File: config.mk
export PLATFORM = sky130hd
export DESIGN_NAME = dmem_lsu
export DESIGN_NICKNAME = d
export VERILOG_FILES = /design/src/rtl/dmem_lsu_pkg.sv /design/src/rtl/dmem_lane_align.sv /design/src/rtl/dmem_lsu.sv
export SDC_FILE = /design/constraint.sdc
export NUM_CORES = 1
export LEC_CHECK = 0
export CORE_UTILIZATION = 53
export CTS_CLUSTER_SIZE = 12
export DETAILED_ROUTE_END_ITERATION = 10
export PLACE_DENSITY = 0.86
export SLEW_MARGIN = 10
export SYNTH_ARGS = -nofsm -noshare
export SYNTH_HDL_FRONTEND = slang
export SYNTH_SLANG_ARGS = --single-unit
File: constraint.sdc
create_clock -name clk -period 6 [get_ports clk]
set_input_delay 0.6 -clock clk [delete_from_list [all_inputs] [get_ports clk]]
set_output_delay 0.6 -clock clk [all_outputs]
set_load 0.02 [all_outputs]
File: src/rtl/dmem_lsu_pkg.sv
// Shared definitions for the load/store sequencer: funct3 codes, FSM states
// and the address alignment helper.
package dmem_lsu_pkg;

    localparam int DATA_W = 32;

    localparam logic [2:0] F3_B  = 3'b000;
    localparam logic [2:0] F3_H  = 3'b001;
    localparam logic [2:0] F3_W  = 3'b010;
    localparam logic [2:0] F3_BU = 3'b100;
    localparam logic [2:0] F3_HU = 3'b101;

    typedef enum logic [2:0] {
        IDLE = 3'd0,
        RD   = 3'd1,
        WR   = 3'd2,
        RESP = 3'd3,
        ERR  = 3'd4
    } state_t;

    // Low address bits forced to the natural alignment of the access width.
    function automatic logic [1:0] natural_align(input logic [2:0] f3, input logic [1:0] lo);
        logic [1:0] r;
        r = lo;
        case (f3)
            F3_H, F3_HU: r = {lo[1], 1'b0};
            F3_W:        r = 2'b00;
            default:     r = lo;
        endcase
        return r;
    endfunction

endpackage

File: src/rtl/dmem_lane_align.sv
// Combinational lane logic: load extraction with sign/zero extension, sub-word
// store merge, and funct3 legality / alignment checks.
module dmem_lane_align
    import dmem_lsu_pkg::*;
(
    input  logic [DATA_W-1:0] word,
    input  logic [1:0]        addr_lo,
    input  logic [2:0]        funct3,
    input  logic              is_store,
    input  logic [DATA_W-1:0] wdata,
    output logic [DATA_W-1:0] load_val,
    output logic [DATA_W-1:0] store_word,
    output logic              misaligned,
    output logic              illegal
);

    logic [7:0]  byte_sel;
    logic [15:0] half_sel;

    function automatic logic [DATA_W-1:0] ext_byte(input logic [7:0] b, input logic sgn);
        logic signed [7:0]        sb;
        logic signed [DATA_W-1:0] sw;
        sb = signed'(b);
        sw = DATA_W'(sb);
        return sgn ? DATA_W'(sw) : {{(DATA_W-8){1'b0}}, b};
    endfunction

    function automatic logic [DATA_W-1:0] ext_half(input logic [15:0] h, input logic sgn);
        logic signed [15:0]       sh;
        logic signed [DATA_W-1:0] sw;
        sh = signed'(h);
        sw = DATA_W'(sh);
        return sgn ? DATA_W'(sw) : {{(DATA_W-16){1'b0}}, h};
    endfunction

    always_comb begin
        byte_sel = word[7:0];
        case (addr_lo)
            2'd0: byte_sel = word[7:0];
            2'd1: byte_sel = word[15:8];
            2'd2: byte_sel = word[23:16];
            2'd3: byte_sel = word[31:24];
            default: byte_sel = word[7:0];
        endcase
        half_sel = addr_lo[1] ? word[31:16] : word[15:0];
    end

    always_comb begin
        load_val = '0;
        case (funct3)
            F3_B:    load_val = ext_byte(byte_sel, 1'b1);
            F3_BU:   load_val = ext_byte(byte_sel, 1'b0);
            F3_H:    load_val = ext_half(half_sel, 1'b1);
            F3_HU:   load_val = ext_half(half_sel, 1'b0);
            F3_W:    load_val = word;
            default: load_val = '0;
        endcase
    end

    // Store merge: untouched lanes keep the word read in the RMW first step.
    always_comb begin
        store_word = word;
        case (funct3)
            F3_B: begin
                case (addr_lo)
                    2'd0: store_word[7:0]   = wdata[7:0];
                    2'd1: store_word[15:8]  = wdata[7:0];
                    2'd2: store_word[23:16] = wdata[7:0];
                    2'd3: store_word[31:24] = wdata[7:0];
                    default: store_word = word;
                endcase
            end
            F3_H: begin
                if (addr_lo[1]) store_word[31:16] = wdata[15:0];
                else            store_word[15:0]  = wdata[15:0];
            end
            F3_W:    store_word = wdata;
            default: store_word = word;
        endcase
    end

    always_comb begin
        misaligned = 1'b0;
        case (funct3)
            F3_H, F3_HU: misaligned = addr_lo[0];
            F3_W:        misaligned = (addr_lo != 2'b00);
            default:     misaligned = 1'b0;
        endcase
    end

    always_comb begin
        illegal = 1'b1;
        if (is_store) illegal = !(funct3 inside {F3_B, F3_H, F3_W});
        else          illegal = !(funct3 inside {F3_B, F3_H, F3_W, F3_BU, F3_HU});
    end

endmodule

File: src/rtl/dmem_lsu.sv
// Load/store sequencer in front of a word-only, combinational-read data memory;
// adds byte/halfword loads and read-modify-write sub-word stores.
module dmem_lsu
    import dmem_lsu_pkg::*;
#(
    parameter bit ERR_ON_MISALIGN = 1'b1
) (
    input  logic              clk,
    input  logic              rst,
    input  logic              req_valid,
    output logic              req_ready,
    input  logic              req_write,
    input  logic [2:0]        req_funct3,
    input  logic [DATA_W-1:0] req_addr,
    input  logic [DATA_W-1:0] req_wdata,
    output logic              resp_valid,
    output logic              resp_err,
    output logic [DATA_W-1:0] resp_rdata,
    output logic              mem_read,
    output logic              mem_write,
    output logic [DATA_W-1:0] mem_address,
    output logic [DATA_W-1:0] mem_write_data,
    input  logic [DATA_W-1:0] mem_read_data
);

    state_t            state, state_nxt;
    logic              accept;
    logic              go_err;
    logic [DATA_W-1:0] req_addr_eff;

    logic              write_p0;
    logic [2:0]        funct3_p0;
    logic [DATA_W-1:0] addr_p0;
    logic [DATA_W-1:0] wdata_p0;
    logic [DATA_W-1:0] word_p1;
    logic [DATA_W-1:0] rdata_p1;

    logic [1:0]        lane_lo;
    logic [2:0]        lane_f3;
    logic              lane_store;
    logic [DATA_W-1:0] lane_word;
    logic [DATA_W-1:0] load_val;
    logic [DATA_W-1:0] store_word;
    logic              misaligned;
    logic              illegal;

    assign req_ready = (state == IDLE);
    assign accept    = req_valid && req_ready;

    // In IDLE the lane checker looks at the incoming request for the legality
    // decision; afterwards it works on the latched request.
    always_comb begin
        lane_lo    = addr_p0[1:0];
        lane_f3    = funct3_p0;
        lane_store = write_p0;
        if (state == IDLE) begin
            lane_lo    = req_addr[1:0];
            lane_f3    = req_funct3;
            lane_store = req_write;
        end
        lane_word = (state == WR) ? word_p1 : mem_read_data;
    end

    dmem_lane_align u_lane (
        .word       (lane_word),
        .addr_lo    (lane_lo),
        .funct3     (lane_f3),
        .is_store   (lane_store),
        .wdata      (wdata_p0),
        .load_val   (load_val),
        .store_word (store_word),
        .misaligned (misaligned),
        .illegal    (illegal)
    );

    assign go_err       = illegal || (misaligned && ERR_ON_MISALIGN);
    assign req_addr_eff = {req_addr[DATA_W-1:2], natural_align(req_funct3, req_addr[1:0])};

    always_ff @(posedge clk) begin
        if (rst) state <= IDLE;
        else     state <= state_nxt;
    end

    always_comb begin
        state_nxt = state;
        case (state)
            IDLE: begin
                if (accept) begin
                    if (go_err)                                state_nxt = ERR;
                    else if (req_write && req_funct3 == F3_W)  state_nxt = WR;
                    else                                       state_nxt = RD;
                end
            end
            RD:      state_nxt = write_p0 ? WR : RESP;
            WR:      state_nxt = RESP;
            RESP:    state_nxt = IDLE;
            ERR:     state_nxt = IDLE;
            default: state_nxt = IDLE;
        endcase
    end

    // Stage p0: request capture at accept
    always_ff @(posedge clk) begin
        if (rst) begin
            write_p0  <= 1'b0;
            funct3_p0 <= '0;
            addr_p0   <= '0;
            wdata_p0  <= '0;
        end else if (accept) begin
            write_p0  <= req_write;
            funct3_p0 <= req_funct3;
            addr_p0   <= req_addr_eff;
            wdata_p0  <= req_wdata;
        end
    end

    // Stage p1: memory word / extended load result capture in RD
    always_ff @(posedge clk) begin
        if (rst) begin
            word_p1  <= '0;
            rdata_p1 <= '0;
        end else if (accept) begin
            rdata_p1 <= '0;
        end else if (state == RD) begin
            if (write_p0) word_p1  <= mem_read_data;
            else          rdata_p1 <= load_val;
        end
    end

    always_comb begin
        resp_valid     = (state == RESP) || (state == ERR);
        resp_err       = (state == ERR);
        resp_rdata     = (state == RESP) ? rdata_p1 : '0;
        mem_read       = (state == RD);
        mem_write      = (state == WR) && !rst;
        mem_address    = '0;
        mem_write_data = '0;
        if (state == RD || state == WR) mem_address = {addr_p0[DATA_W-1:2], 2'b00};
        if (state == WR)                mem_write_data = store_word;
    end

endmodule

==> results.json <==
{
  "wl_mm": 26.6,
  "clkSinkCount": 135,
  "via_per_inst": 6.20,
  "ys_types": 63,
  "cts-htree-levels": 4,
  "grt.busiest_layer": "met2",
  "cp_slowest_cell": "nor4_1",
  "tightest_slew_ns": 1.28,
  "yosys_warnings": 0,
  "report.final.hold_viol_count": 0,
  "cts_buffer_depth": 2,
  "syn_avg_cell_area_um2": 7.70,
  "max_slew_margin": 0.137,
  "cts_root_buffer": "clkbuf_16",
  "dpl_cell_area_mm2": 0.00967,
  "crit_fanout": 15,
  "power_mw": 4.11,
  "start_kind": "flip-flop",
  "syn_inst": 1002,
  "critPathMaxStageDelay_ns": 1.05,
  "grt_max_degree": 72,
  "setup_viol": 0,
  "grt_overflow": 0,
  "syn_area_mm2": 0.00772,
  "cts_hold_buf": 0,
  "crit_path_end_kind": "output pin",
  "ir_drop_mv": 0.278,
  "ant_nets": 0,
  "path_clk_slew_ns": 0.06,
  "dr_total_vias": 8303,
  "tns_ns": 0,
  "fin_area_mm2": 0.0103,
  "synth.area.top_cells": "dfxtp_1 (35%), nand2_1 (13%), a21oi_1 (9.5%)",
  "ys_seq_area_frac": 0.350,
  "crit_required_ns": 5.40,
  "crit_chain": "or3_1, inv_2, a21o_1, nor4_1, nand2_1, a31oi_1, clkdlybuf4s50_1",
  "fin_nets": 1248,
  "grt_usage": 0.353,
  "finish.utilization": 0.733,
  "ioPinCount": 204,
  "drc_errors": 0,
  "insertion_delay_ns": 0.43,
  "rows": 43,
  "slew_viol_final": 0,
  "rsz0062_at_grt": "no",
  "die-area_mm2": 0.0150,
  "io_buffers": 201,
  "yosysMostFrequentCell": "nand2_1",
  "worst-path-buf-inv": 2,
  "initial_core_util": 0.549,
  "synth_edf_count": 0,
  "worstSetupPathType": "reg -> out",
  "holdWs_ns": 0.450,
  "synth_top_area_cell": "dfxtp_1",
  "cap_viol_max_count": 0,
  "antenna_found_initial": 1,
  "pre_cts_slack_ns": 1.46,
  "yosysTopAreaCellShare": 0.350,
  "min_path_type": "reg -> reg",
  "met1_usage": 0.458,
  "die_y_um": 123,
  "power-per-cell-area_mw_per_mm2": 399,
  "routabilityCongestion": 0.946,
  "die_x_um": 123,
  "cts_inserted_buffers": 17,
  "ys_ff_latch": 135,
  "stdcell_count": 1339,
  "synth_ff_type": "dfxtp_1",
  "cts_resized": 0,
  "grtUsageMet3": 0.0748,
  "core-area_mm2": 0.0140,
  "clock-skew-final_ns": 0.00638,
  "first_pass_iters": 6,
  "arrival_ns": 4.32,
  "cts_tree": "done",
  "layout-drive-gt1-share": 0.0941,
  "worst_slack_ns": 1.08,
  "grt_pass1_vias": 7569,
  "fmaxAchievable_mhz": 203,
  "post-route-period-util": 0.820,
  "outcome": "complete, no violations",
  "cts_setup_buffers": 0,
  "wl_per_cell_um": 19.9,
  "finalCriticalPeriod_ns": 4.92,
  "async_flop_share": 0,
  "grt_pass1_wl_mm": 40.4,
  "synth_top_cells_by_count": "nand2_1 (257), a21oi_1 (146), dfxtp_1 (135), clkbuf_1 (72), mux2i_1 (40)",
  "cellLeakagePower_nw": 3.54,
  "dp.final_hpwl_mm": 18.4,
  "dp_cells": 1306,
  "syn_to_final_growth_pct": 33.4,
  "grtUsageMet2": 0.551,
  "cp_top_family": "simple AND/OR/NAND/NOR gates",
  "drt_iter0_markers": 1119
}
cell families after synthesis:
kind of cell	share of synthesized area
buf+inv	0.0508
flops	0.350
other cells	0.000486
simple gates	0.238
compound gates	0.277
mux	0.0840
worst register-to-register path, cell delays in order (launching register included):
cell and delay, ns:
dfxtp_1 0.61, or3b_2 0.78, buf_4 0.45, a21oi_1 0.23
mux4_2 0.50, or3_1 0.33, buf_4 0.27, a211oi_1 0.27
area by class of cell:
type / count / area, um2
multi-input cells: 776 / 4650
fillers: 1079 / 3750
flip-flops and latches: 135 / 2700
repair buffers: 212 / 2090
clock buffers: 20 / 447
well taps: 180 / 225
clock inverters: 12 / 165
inverters: 3 / 11.3
diodes: 1 / 2.50
power by group:
| group | switching (mW) | internal, mW | total [mW] |
|---|---|---|---|
| sequential | 0.127 | 1.01 | 1.14 |
| combinational | 1.23 | 0.651 | 1.88 |
| clock | 0.423 | 0.671 | 1.09 |
layout by cell type (no fill, tap or decap), drive strengths merged, types with 3 or more instances in the layout:
| master | instances |
|---|---|
| nand2 | 257 |
| clkdlybuf4s50 | 200 |
| a21oi | 147 |
| dfxtp | 135 |
| a211oi | 42 |
| mux2i | 40 |
| and2 | 35 |
| nor2b | 32 |
| nor2 | 31 |
| o21ai | 24 |
| a22oi | 23 |
| clkbuf | 20 |
| mux2 | 18 |
| a221oi | 12 |
| buf | 12 |
| nand3 | 10 |
| nand2b | 10 |
| o2bb2ai | 9 |
| o311ai | 8 |
| o221a | 7 |
| inv | 7 |
| or3 | 6 |
| a31oi | 6 |
| a32oi | 6 |
| nor3b | 6 |
| a41oi | 4 |
| o21bai | 4 |
| o31ai | 4 |
| o31a | 3 |
| nor3 | 3 |
| bufinv | 3 |
| clkinvlp | 3 |
worst paths after layout:
path | start | to | slack [ns] | depth (start not counted)
max | state[2] | mem_write_data[24] | 1.08 | 7
min | addr_p0[19] | addr_p0[19] | 0.45 | 2
max reg2reg | state[2] | rdata_p1[9] | 2.45 | 7
min reg2reg | addr_p0[19] | addr_p0[19] | 0.45 | 2
flip-flops by register name (all words and copies together) (netlist names):
name and flops:
addr_p0 32, state 3, word_p1 32, write_p0 1, funct3_p0 3, wdata_p0 32
rdata_p1 32
per-layer routing:
| layer | wire, um | part of all wire |
|---|---|---|
| met1 | 10400 | 0.39 |
| met2 | 12400 | 0.46 |
| met3 | 2750 | 0.10 |
| met4 | 1060 | 0.040 |
| met5 | 0 | 0 |
(Power assumes the default switching activity.)
